File: src/rtl/fnc_uart_rx.sv
// 8N1 UART receiver: synchronized rxd, mid-bit sampling at N clocks per bit,
// single-entry holding register with sticky framing and overrun flags.
module fnc_uart_rx #(
    parameter int SYNC_STG = 2
) (
    input  logic        clk,
    input  logic        rst,
    input  logic        uart_en,
    input  logic [31:0] refclk_st,
    input  logic        rxd,
    input  logic        rx_rd,
    input  logic        rx_clr,
    output logic [7:0]  rx_data,
    output logic        rx_full,
    output logic        rx_valid,
    output logic        rx_ferr,
    output logic        rx_ovr,
    output logic        rx_busy
);

    typedef enum logic [1:0] {
        S_IDLE,
        S_START,
        S_DATA,
        S_STOP
    } state_t;

    state_t              r_state;
    logic [SYNC_STG-1:0] r_sync;
    logic                r_prev;
    logic [31:0]         r_n;
    logic [31:0]         r_cnt;
    logic [2:0]          r_bit;
    logic [7:0]          r_shift;

    logic w_rxd_s;
    logic w_fall;
    logic w_tick_half;
    logic w_tick_bit;
    logic w_stop_smp;
    logic w_load;
    logic w_ovr_set;
    logic w_ferr_set;

    assign w_rxd_s     = r_sync[SYNC_STG-1];
    assign w_fall      = r_prev & ~w_rxd_s;
    assign w_tick_half = (r_cnt == ({1'b0, r_n[31:1]} - 32'd1));
    assign w_tick_bit  = (r_cnt == (r_n - 32'd1));
    // A disabled receiver never reaches its stop sample.
    assign w_stop_smp  = uart_en & (r_state == S_STOP) & w_tick_bit;
    assign w_load      = w_stop_smp & w_rxd_s & (~rx_full | rx_rd);
    assign w_ovr_set   = w_stop_smp & w_rxd_s & rx_full & ~rx_rd;
    assign w_ferr_set  = w_stop_smp & ~w_rxd_s;

    assign rx_busy = (r_state != S_IDLE);

    always_ff @(posedge clk) begin
        if (rst) begin
            r_state  <= S_IDLE;
            r_sync   <= '1;
            r_prev   <= 1'b1;
            r_n      <= 32'd0;
            r_cnt    <= 32'd0;
            r_bit    <= 3'd0;
            r_shift  <= 8'h00;
            rx_data  <= 8'h00;
            rx_full  <= 1'b0;
            rx_valid <= 1'b0;
            rx_ferr  <= 1'b0;
            rx_ovr   <= 1'b0;
        end else begin
            r_sync   <= {r_sync[SYNC_STG-2:0], rxd};
            r_prev   <= w_rxd_s;
            rx_valid <= w_load;
            rx_full  <= w_load | (rx_full & ~rx_rd);
            rx_ferr  <= w_ferr_set | (rx_ferr & ~rx_clr);
            rx_ovr   <= w_ovr_set | (rx_ovr & ~rx_clr);
            if (w_load) begin
                rx_data <= r_shift;
            end
            if (!uart_en) begin
                r_state <= S_IDLE;
                r_cnt   <= 32'd0;
            end else begin
                unique case (r_state)
                    S_IDLE: begin
                        r_cnt <= 32'd0;
                        if (w_fall) begin
                            r_state <= S_START;
                            r_n     <= refclk_st;
                        end
                    end
                    S_START: begin
                        if (w_tick_half) begin
                            r_cnt   <= 32'd0;
                            r_bit   <= 3'd0;
                            r_state <= w_rxd_s ? S_IDLE : S_DATA;
                        end else begin
                            r_cnt <= r_cnt + 32'd1;
                        end
                    end
                    S_DATA: begin
                        if (w_tick_bit) begin
                            r_cnt   <= 32'd0;
                            r_shift <= {w_rxd_s, r_shift[7:1]};
                            r_bit   <= r_bit + 3'd1;
                            if (r_bit == 3'd7) begin
                                r_state <= S_STOP;
                            end
                        end else begin
                            r_cnt <= r_cnt + 32'd1;
                        end
                    end
                    S_STOP: begin
                        if (w_tick_bit) begin
                            r_cnt   <= 32'd0;
                            r_state <= S_IDLE;
                        end else begin
                            r_cnt <= r_cnt + 32'd1;
                        end
                    end
                endcase
            end
        end
    end

endmodule

File: config.mk
export PLATFORM = sky130hd
export DESIGN_NAME = fnc_uart_rx
export DESIGN_NICKNAME = d
export VERILOG_FILES = /design/src/rtl/fnc_uart_rx.sv
export SDC_FILE = /design/constraint.sdc
export NUM_CORES = 1
export LEC_CHECK = 0
export ABC_CLOCK_PERIOD_IN_PS = 3710
export BUFFER_PORTS_ARGS = -buffer_cell sky130_fd_sc_hd__buf_4
export CELL_PAD_IN_SITES_DETAIL_PLACEMENT = 1
export CELL_PAD_IN_SITES_GLOBAL_PLACEMENT = 2
export CORE_MARGIN = 3
export CORE_UTILIZATION = 29
export DETAILED_ROUTE_END_ITERATION = 8
export PLACE_DENSITY_LB_ADDON = 0.1
export SYNTH_ARGS = -nofsm -noshare
export SYNTH_HDL_FRONTEND = slang
export SYNTH_SLANG_ARGS = --single-unit
File: constraint.sdc
create_clock -name clk -period 3.71 [get_ports clk]
set_input_delay 0.742 -clock clk [delete_from_list [all_inputs] [get_ports clk]]
set_output_delay 0.742 -clock clk [all_outputs]
set_load 0.02 [all_outputs]
==> results.sh, run 1 <==
export IMPL_num_io_pins=51
export IMPL_placed_area_um2=6920
export IMPL_synthMuxAreaShare=0.0377
export IMPL_grt_pass1_wl_mm=33.1
export IMPL_intPower_mw=1.70
export IMPL_final_area_um2=7380
export IMPL_reg2reg_from="r_n[7]"
export IMPL_clock_skew_ps=11.7
export IMPL_timing_hold_violations_final=0
export IMPL_yosys_warnings=0
export IMPL_power_density_nw_per_um2=333
export IMPL_p_sw_mw=0.762
export IMPL_yosysTopAreaCellShare=0.302
export IMPL_fin_crit_sh=0.974
export IMPL_die_area_um2=22800
export IMPL_num_vias=5911
export IMPL_postSynthNetCount=843
export IMPL_fillers=2486
export IMPL_synth_edff_count=0
export IMPL_synthesis_area_um2=6110
export IMPL_insertion_delay_ps=360
export IMPL_synth_common_cells="nand2_1 (105), dfxtp_1 (92), nor2_1 (88), xnor2_1 (62), clkbuf_1 (55)"
export IMPL_clock_tree_buffer_depth=2
export IMPL_fin_total_pwr_mw=2.46
export IMPL_grt_start_max_net_pins=71
export IMPL_seq_area_frac_synth=0.302
export IMPL_layout_nets=893
export IMPL_wl_mm=21.2
export IMPL_ys_flop_type="dfxtp_1"
export IMPL_critical_path_arrival_ps=3860
export IMPL_peakVddDrop_v=0.000205
export IMPL_drtIter0Drc=389
export IMPL_place_detailed_hpwl_mm=16.3
export IMPL_place_gp_congestion=0.960
export IMPL_slew_headroom=0.580
export IMPL_combPwrFrac=0.205
export IMPL_critPathCaptureType="register"
export IMPL_synth_cells=800
export IMPL_cp_max_fo=8
export IMPL_yosysUniqueCellTypes=62
export IMPL_drive_gt1_frac=0.178
export IMPL_cts_max_level=3
export IMPL_async_flop_share=0
export IMPL_antenna_found_initial=0
export IMPL_worst_pin_slew_ps=625
export IMPL_critPathRequiredTime_ps=3960
export IMPL_rsz0062_at_grt="false"
export IMPL_regToRegSetupSlack_ps=100
export IMPL_clkPwrFrac=0.384
export IMPL_dr_pass1_iters=5
export IMPL_p_seq_frac=0.411
export IMPL_hold_buffers=0
export IMPL_syn_to_final_growth_pct=20.8
export IMPL_wire_per_inst_um=18.9
export IMPL_cts_tree="built"
export IMPL_reg2reg_depth=8
export IMPL_numCtsBuffers=9
export IMPL_maxSlewViolCount=0
export IMPL_fmaxAchievable_mhz=277
export IMPL_synth_simple_area_share=0.329
export IMPL_port_buffers=50
export IMPL_die_w_um=151
export IMPL_place_ws_ps=99.2
export IMPL_synth_compound_area_frac=0.109
export IMPL_synth_xor_area_frac=0.156
export IMPL_cts_sinks=92
export IMPL_netSwitchingFraction=0.310
export IMPL_crit_type="register to register"
export IMPL_postRouteAntennaNets=0
export IMPL_maxCapViolations=0
export IMPL_min_path_type="register to register"
export IMPL_synthAdderAreaFrac=0.0102
export IMPL_hold_depth=1
export IMPL_status="completed"
export IMPL_syn_avg_cell_area_um2=7.64
export IMPL_die_y_um=151
export IMPL_worstSetupStartpointType="register"
export IMPL_root_buffer="clkbuf_16"
export IMPL_clk_pin_slew_worst_paths_ps=80
export IMPL_period_minus_slack_ps=3610
export IMPL_synth_top_family_by_area="simple AND/OR/NAND/NOR gates"
export IMPL_holdWs_ps=410
export IMPL_rows=52
export IMPL_slowest_stage="or4_1"
export IMPL_timing_setup_tns_ps=0
export IMPL_antenna_cells=0
export IMPL_min_delay_start="r_sync[0]"
export IMPL_synth_largest_area_cell="dfxtp_1"
export IMPL_p_leak_nw=2.88
export IMPL_critPathMaxStageDelay_ps=590
export IMPL_grt_overflow=0
export IMPL_drc=0
export IMPL_grt_pass1_vias=6036
export IMPL_viasPerCell=5.25
export IMPL_layout_setup_ws_ps=96.3
export IMPL_crit_chain="or4_4 > or4_1 > o32ai_2 > or4b_1 > or4_4 > o21ai_4 > a21o_4 > nor2_1"
export IMPL_netlist_top_cells_area="dfxtp_1 (30%), xnor2_1 (8.9%), xor2_1 (6.7%)"
export IMPL_cp_common_cell="or4_4"
export IMPL_track_usage=0.187
export IMPL_startpoint="r_n[7]"
export IMPL_start_util=0.298
export IMPL_setup_viol=0
export IMPL_ys_ff_latch=92
export IMPL_regArea_um2=1840
export IMPL_multi_input_area_um2=4050
export IMPL_synth_most_common_cell="nand2_1"
export IMPL_core_area_um2=20500
[repair_timing]
item                                    CTS  global route
endpoints found under the setup margin    0            51
gates resized for setup                   0            17
buffers inserted                          0             3
hold endpoints to repair                  0             0
[power by group through the flow]
| stage | combinational, mW | clock, mW | sequential [mW] |
|---|---|---|---|
| 2_1_floorplan | 0.311 | 0 | 1.02 |
| 3_3_place_gp | 0.472 | 0 | 1.03 |
| 3_5_place_dp | 0.477 | 0 | 1.03 |
| 4_1_cts | 0.480 | 0.982 | 1.01 |
| 5_1_grt | 0.551 | 1.02 | 1.01 |
| 6_report | 0.504 | 0.945 | 1.01 |
[kinds of logic (layout without fill, tap and decap cells)]
family,after synthesis,count (layout)
buffers and inverters,80,132
multiplexers,23,23
AO/OA/AOI/OAI,103,106
flip-flops,92,92
adder cells (fa/ha/maj),5,5
AND/OR/NAND/NOR,388,388
XOR/XNOR,109,109
[critical path, delay by kind of cell (launching register included)]
kind               cells  cell delay [ps]
AOI/OAI and AO/OA      3              910
DFF                    1              330
and+or+nand+nor        5             2240
[path summary, 6_finish.rpt]
| check | to |
|---|---|
| max | r_cnt[4] |
| min | r_sync[1] |
| max reg2reg | r_cnt[4] |
| min reg2reg | r_sync[1] |
[flip-flops by register name (all words and copies together), names as in the netlist, named ones only]
register,flops
r_cnt,32
r_n,32
r_shift,8
rx_data,8
r_bit,3
r_sync,2
r_prev,1
r_state,1
rx_ferr,1
rx_full,1
rx_ovr,1
rx_valid,1
[layout by cell type, fill, tap and decap left out, drive strengths merged, types with 24 or more instances in the layout]
cell | Yosys | layout
nor4 | 25 | 25
nor2 | 89 | 89
a21oi | 47 | 47
xor2 | 47 | 47
buf | 12 | 103
nand4 | 27 | 27
nand2 | 105 | 105
nand3 | 25 | 25
nand2b | 24 | 24
xnor2 | 62 | 62
dfxtp | 92 | 92
[area by class of cell]
class / count / share of cell area
multi-input combinational: 631 / 0.550
timing repair buffer: 103 / 0.108
tap: 270 / 0.0458
inverter: 13 / 0.00661
sequential: 92 / 0.250
clock inverter: 7 / 0.00967
clock buffer: 9 / 0.0305
[routing by layer]
layer  share of wire  GRT usage
met1            0.52      0.279
met4           0.018     0.0689
met2            0.44      0.273
met5               0          0
met3           0.030     0.0227
[stage by stage]
step           cells  utilization
6_report        1125        0.360
5_1_grt         1125        0.360
4_1_cts         1119        0.352
3_5_place_dp    1103        0.338
3_3_place_gp    1103        0.338
2_1_floorplan    800            -
Note: power is estimated with default switching activity, not from simulation.
==> run 2, diff against run 1 <==
--- a/config.mk
+++ b/config.mk
@@ -6,13 +6,13 @@
 export NUM_CORES = 1
 export LEC_CHECK = 0
 export ABC_CLOCK_PERIOD_IN_PS = 3710
-export BUFFER_PORTS_ARGS = -buffer_cell sky130_fd_sc_hd__buf_4
 export CELL_PAD_IN_SITES_DETAIL_PLACEMENT = 1
 export CELL_PAD_IN_SITES_GLOBAL_PLACEMENT = 2
 export CORE_MARGIN = 3
 export CORE_UTILIZATION = 29
 export DETAILED_ROUTE_END_ITERATION = 8
-export PLACE_DENSITY_LB_ADDON = 0.1
+export DONT_BUFFER_PORTS = 1
+export PLACE_DENSITY_LB_ADDON = 0.08
 export SYNTH_ARGS = -nofsm -noshare
 export SYNTH_HDL_FRONTEND = slang
 export SYNTH_SLANG_ARGS = --single-unit
==> run 2 against run 1 <==
Net effect: sequential cell count is the same; critical path type unchanged; worst setup slack gained 91 ps; maximum frequency grew 2.6%; largest power group unchanged; sequential power is essentially flat.
==> results.sh, run 2 (same netlist as run 1, synthesis figures left out) <==
export IMPL_min_path_type="register to register"
export IMPL_timing_setup_tns_ps=0
export IMPL_rows=52
export IMPL_cts_max_level=3
export IMPL_start_util=0.298
export IMPL_top_regs="r_cnt (32), r_n (32)"
export IMPL_num_io_pins=51
export IMPL_postRouteAntennaNets=0
export IMPL_p_leak_nw=2.61
export IMPL_numCtsBuffers=9
export IMPL_num_vias=5590
export IMPL_insertion_delay_ps=360
export IMPL_fillers=2491
export IMPL_power_density_nw_per_um2=346
export IMPL_critical_path_arrival_ps=3770
export IMPL_grt_pass1_vias=5801
export IMPL_worstSetupStartpointType="register"
export IMPL_cp_max_fo=22
export IMPL_clk_pin_slew_worst_paths_ps=80
export IMPL_maxSlewViolCount=0
export IMPL_wl_mm=20.4
export IMPL_drc=0
export IMPL_slew_headroom=0.243
export IMPL_drive_gt1_frac=0.120
export IMPL_die_area_um2=22800
export IMPL_period_minus_slack_ps=3520
export IMPL_root_buffer="clkbuf_16"
export IMPL_cts_sinks=92
export IMPL_place_inst=1054
export IMPL_setup_viol=0
export IMPL_mostFrequentLayoutCells="nand2_1 (105), dfxtp_1 (91), nor2_1 (87), xnor2_1 (61), buf_4 (50)"
export IMPL_crit_type="register to register"
export IMPL_port_buffers=0
export IMPL_rsz0062_at_grt="false"
export IMPL_antenna_found_initial=0
export IMPL_cts_tree="built"
export IMPL_fmaxAchievable_mhz=284
export IMPL_fin_crit_sh=0.949
export IMPL_drtIter0Drc=243
export IMPL_multi_input_area_um2=3950
export IMPL_place_detailed_hpwl_mm=16.2
export IMPL_final_common_cell="nand2_1"
export IMPL_critPathRequiredTime_ps=3950
export IMPL_clock_skew_ps=14.1
export IMPL_grt_overflow=0
export IMPL_syn_to_final_growth_pct=13.4
export IMPL_track_usage=0.184
export IMPL_peakVddDrop_v=0.000168
export IMPL_maxCapViolations=0
export IMPL_hold_buffers=0
export IMPL_grt_pass1_wl_mm=32.2
export IMPL_die_w_um=151
export IMPL_instances_no_fill=1073
export IMPL_timing_hold_violations_final=0
export IMPL_status="completed"
export IMPL_core_area_um2=20500
export IMPL_die_y_um=151
export IMPL_critPathCaptureType="register"
export IMPL_antenna_cells=0
export IMPL_wire_per_inst_um=19.0
export IMPL_grt_start_max_net_pins=71
export IMPL_dr_pass1_iters=5
export IMPL_worst_pin_slew_ps=1140
export IMPL_viasPerCell=5.21
export IMPL_clock_tree_buffer_depth=2
export IMPL_place_gp_congestion=0.864
export IMPL_layout_nets=841
export IMPL_regArea_um2=1840
[run 2: cell types whose count changed in the layout (fill, tap and decap cells not counted), sizes merged]
cell    before  now
a21o         6    3
inv         19   18
buf        103   54
clkinv       1    2
[run 2: worst max-delay path, stage by stage (launching register included)]
cell and delay, ps:
dfxtp_1 350, or4_4 600, or4_1 610, o32ai_2 300
or4b_1 470, or4_4 510, o21ai_2 140, a21o_4 180
buf_12 160, nor2_1 60
[run 2: timing repair]
item,CTS,global route
endpoints found under the setup margin,0,46
gates resized for setup,0,7
setup buffers,0,3
[run 2: layer usage]
metal / up-vias / global-route usage / share of wire
met5: - / 0 / 0
met4: 0 / 0.0481 / 0.016
met3: 18 / 0.0371 / 0.052
met2: 97 / 0.285 / 0.44
met1: 2720 / 0.260 / 0.49
li1: 2755 / - / -
[run 2: final cells by class]
| class | count | share of cell area |
|---|---|---|
| clock inverter | 7 | 0.00903 |
| inverter | 13 | 0.00705 |
| tap | 270 | 0.0488 |
| sequential | 92 | 0.266 |
| multi-input combinational | 628 | 0.571 |
| timing repair buffer | 54 | 0.0658 |
| clock buffer | 9 | 0.0325 |
[run 2: report_power, final]
part           leakage (nW)  switching [mW]  internal [mW]
clock network         0.145           0.461          0.473
logic                  1.73           0.254          0.194
registers             0.743          0.0182          0.995
[run 2: path summary, 6_finish.rpt]
kind | from | endpoint | slack (ps) | cells after the start
hold / removal | r_sync[0] | r_sync[1] | 420 | 1
hold reg to reg | r_sync[0] | r_sync[1] | 420 | 1
setup / recovery | r_n[6] | r_cnt[12] | 190 | 9
setup reg to reg | r_n[6] | r_cnt[12] | 190 | 9
[run 2: per-stage QoR]
| stage | area, µm² | hold WS, ps | power [mW] | worst slack, ps | utilization |
|---|---|---|---|---|---|
| 2_1_floorplan | 6110 | 389 | 1.33 | 213 | - |
| 3_3_place_gp | 6580 | 392 | 1.47 | 162 | 0.321 |
| 6_report | 6930 | 416 | 2.40 | 188 | 0.338 |
| 4_1_cts | 6870 | 418 | 2.43 | 30.7 | 0.335 |
| 3_5_place_dp | 6580 | 399 | 1.47 | 68.1 | 0.321 |
| 5_1_grt | 6930 | 425 | 2.52 | 6.16 | 0.338 |
==> run 3, diff against run 2 <==
--- a/config.mk
+++ b/config.mk
@@ -9,7 +9,7 @@
 export CELL_PAD_IN_SITES_DETAIL_PLACEMENT = 1
 export CELL_PAD_IN_SITES_GLOBAL_PLACEMENT = 2
 export CORE_MARGIN = 3
-export CORE_UTILIZATION = 29
+export CORE_UTILIZATION = 34
 export DETAILED_ROUTE_END_ITERATION = 8
 export DONT_BUFFER_PORTS = 1
 export PLACE_DENSITY_LB_ADDON = 0.08
==> run 3 against run 2 <==
Net effect: clock skew down 3.9 ps; core utilization is 5.8 points higher; worst setup slack improved by 6.4 ps.
==> results.sh, run 3 (same netlist as run 1, synthesis figures left out) <==
export IMPL_min_delay_start="r_sync[0]"
export IMPL_min_to="r_sync[1]"
export IMPL_maxSlewViolCount=0
export IMPL_fmaxAchievable_mhz=284
export IMPL_power_density_nw_per_um2=351
export IMPL_antenna_cells=0
export IMPL_clk_pin_slew_worst_paths_ps=80
export IMPL_postRouteAntennaNets=0
export IMPL_root_buffer="clkbuf_16"
export IMPL_final_util=0.396
export IMPL_port_buffers=0
export IMPL_slew_headroom=0.231
export IMPL_timing_hold_violations_final=0
export IMPL_track_usage=0.203
export IMPL_layout_nets=836
export IMPL_place_ws_ps=-218
export IMPL_cts_max_level=3
export IMPL_multi_input_area_um2=4000
export IMPL_drtIter0Drc=311
export IMPL_use_met2=0.313
export IMPL_top_usage_layer="met2"
export IMPL_holdWs_ps=416
export IMPL_grt_pass1_wl_mm=31.8
export IMPL_die_area_um2=19600
export IMPL_grt_pass1_vias=5751
export IMPL_regToRegSetupSlack_ps=190
export IMPL_reg2reg_depth=10
export IMPL_place_inst=1003
export IMPL_numCtsBuffers=9
export IMPL_min_path_type="register to register"
export IMPL_p_leak_nw=2.61
export IMPL_cts_sinks=92
export IMPL_viasPerCell=5.49
export IMPL_r2r_end="r_cnt[16]"
export IMPL_critPathRequiredTime_ps=3950
export IMPL_drc=0
export IMPL_grt_overflow=0
export IMPL_crit_type="register to register"
export IMPL_rows=48
export IMPL_fillers=2144
export IMPL_status="completed"
export IMPL_final_area_um2=6890
export IMPL_placed_area_um2=6480
export IMPL_regArea_um2=1840
export IMPL_wl_mm=20.0
export IMPL_num_io_pins=51
export IMPL_mostFrequentLayoutCells="nand2_1 (105), dfxtp_1 (92), nor2_1 (88), xnor2_1 (62)"
export IMPL_place_detailed_hpwl_mm=15.6
export IMPL_wire_per_inst_um=19.5
export IMPL_fin_total_pwr_mw=2.42
export IMPL_antenna_found_initial=0
export IMPL_start_util=0.351
export IMPL_hold_depth=1
export IMPL_cp_max_fo=19
export IMPL_num_vias=5612
export IMPL_final_common_cell="nand2_1"
export IMPL_period_minus_slack_ps=3520
export IMPL_peakVddDrop_v=0.000330
export IMPL_grt_use_met1=0.288
export IMPL_instances_no_fill=1023
export IMPL_core_area_um2=17400
export IMPL_critPathCaptureType="register"
export IMPL_layout_setup_ws_ps=194
export IMPL_worstSetupStartpointType="register"
export IMPL_maxCapViolations=0
export IMPL_insertion_delay_ps=360
export IMPL_die_w_um=140
export IMPL_clock_tree_buffer_depth=2
export IMPL_dr_pass1_iters=4
export IMPL_cts_tree="built"
export IMPL_top_regs="r_cnt (32), r_n (32)"
export IMPL_setup_viol=0
export IMPL_worst_pin_slew_ps=1150
export IMPL_timing_setup_tns_ps=0
export IMPL_drive_gt1_frac=0.118
export IMPL_critical_path_arrival_ps=3760
export IMPL_syn_to_final_growth_pct=12.8
export IMPL_reg2reg_from="r_n[2]"
export IMPL_grt_start_max_net_pins=71
export IMPL_grt_util_met3=0.0454
export IMPL_place_gp_congestion=0.939
export IMPL_clock_skew_ps=10.2
export IMPL_die_y_um=140
export IMPL_fin_crit_sh=0.948
==> run 3: final cells by class <==
type	instances	share of cell area
Clock buffer	9	0.0327
Timing Repair Buffer	49	0.0606
Sequential cell	92	0.267
Multi-Input combinational cell	628	0.580
Clock inverter	7	0.0116
Inverter	13	0.00708
Tap cell	225	0.0408
==> run 3: layer usage <==
metal	part of all wire	routed length [µm]
met3	0.052	1030
met5	0	0
met1	0.49	9770
met4	0.022	432
met2	0.44	8720
==> run 3: how the worst max path moves through the flow <==
stage                 from    endpoint  slack (ps)
floorplan           r_n[0]  rx_data[0]         210
global placement    r_n[0]  rx_data[2]        -260
detailed placement  r_n[0]  rx_data[2]        -220
CTS                 r_n[1]  rx_data[2]          30
global route        r_n[1]  rx_data[0]          -9
finish              r_n[2]   r_cnt[16]         190
==> run 3: worst max-delay path, cell delays in order, from the launching register on <==
cell	delay, ps
dfxtp_1	320
buf_4	170
or4_1	580
or4_1	490
o32ai_2	300
or4b_1	470
or4_4	510
o21ai_2	150
a21o_4	190
buf_12	150
nor2_1	60
==> run 3: timing repair <==
| action | 4_1_cts | 5_1_grt |
|---|---|---|
| hold buffers | 0 | 0 |
| setup buffers | 0 | 4 |
| pin swaps | 0 | 3 |
| resized for setup | 2 | 11 |
| setup endpoints to repair | 32 | 55 |
==> run 3: where the power goes <==
| group | switching, mW | internal [mW] | total [mW] |
|---|---|---|---|
| combinational | 0.262 | 0.193 | 0.455 |
| sequential | 0.0168 | 0.995 | 1.01 |
| clock | 0.471 | 0.481 | 0.952 |
| total | 0.750 | 1.67 | 2.42 |
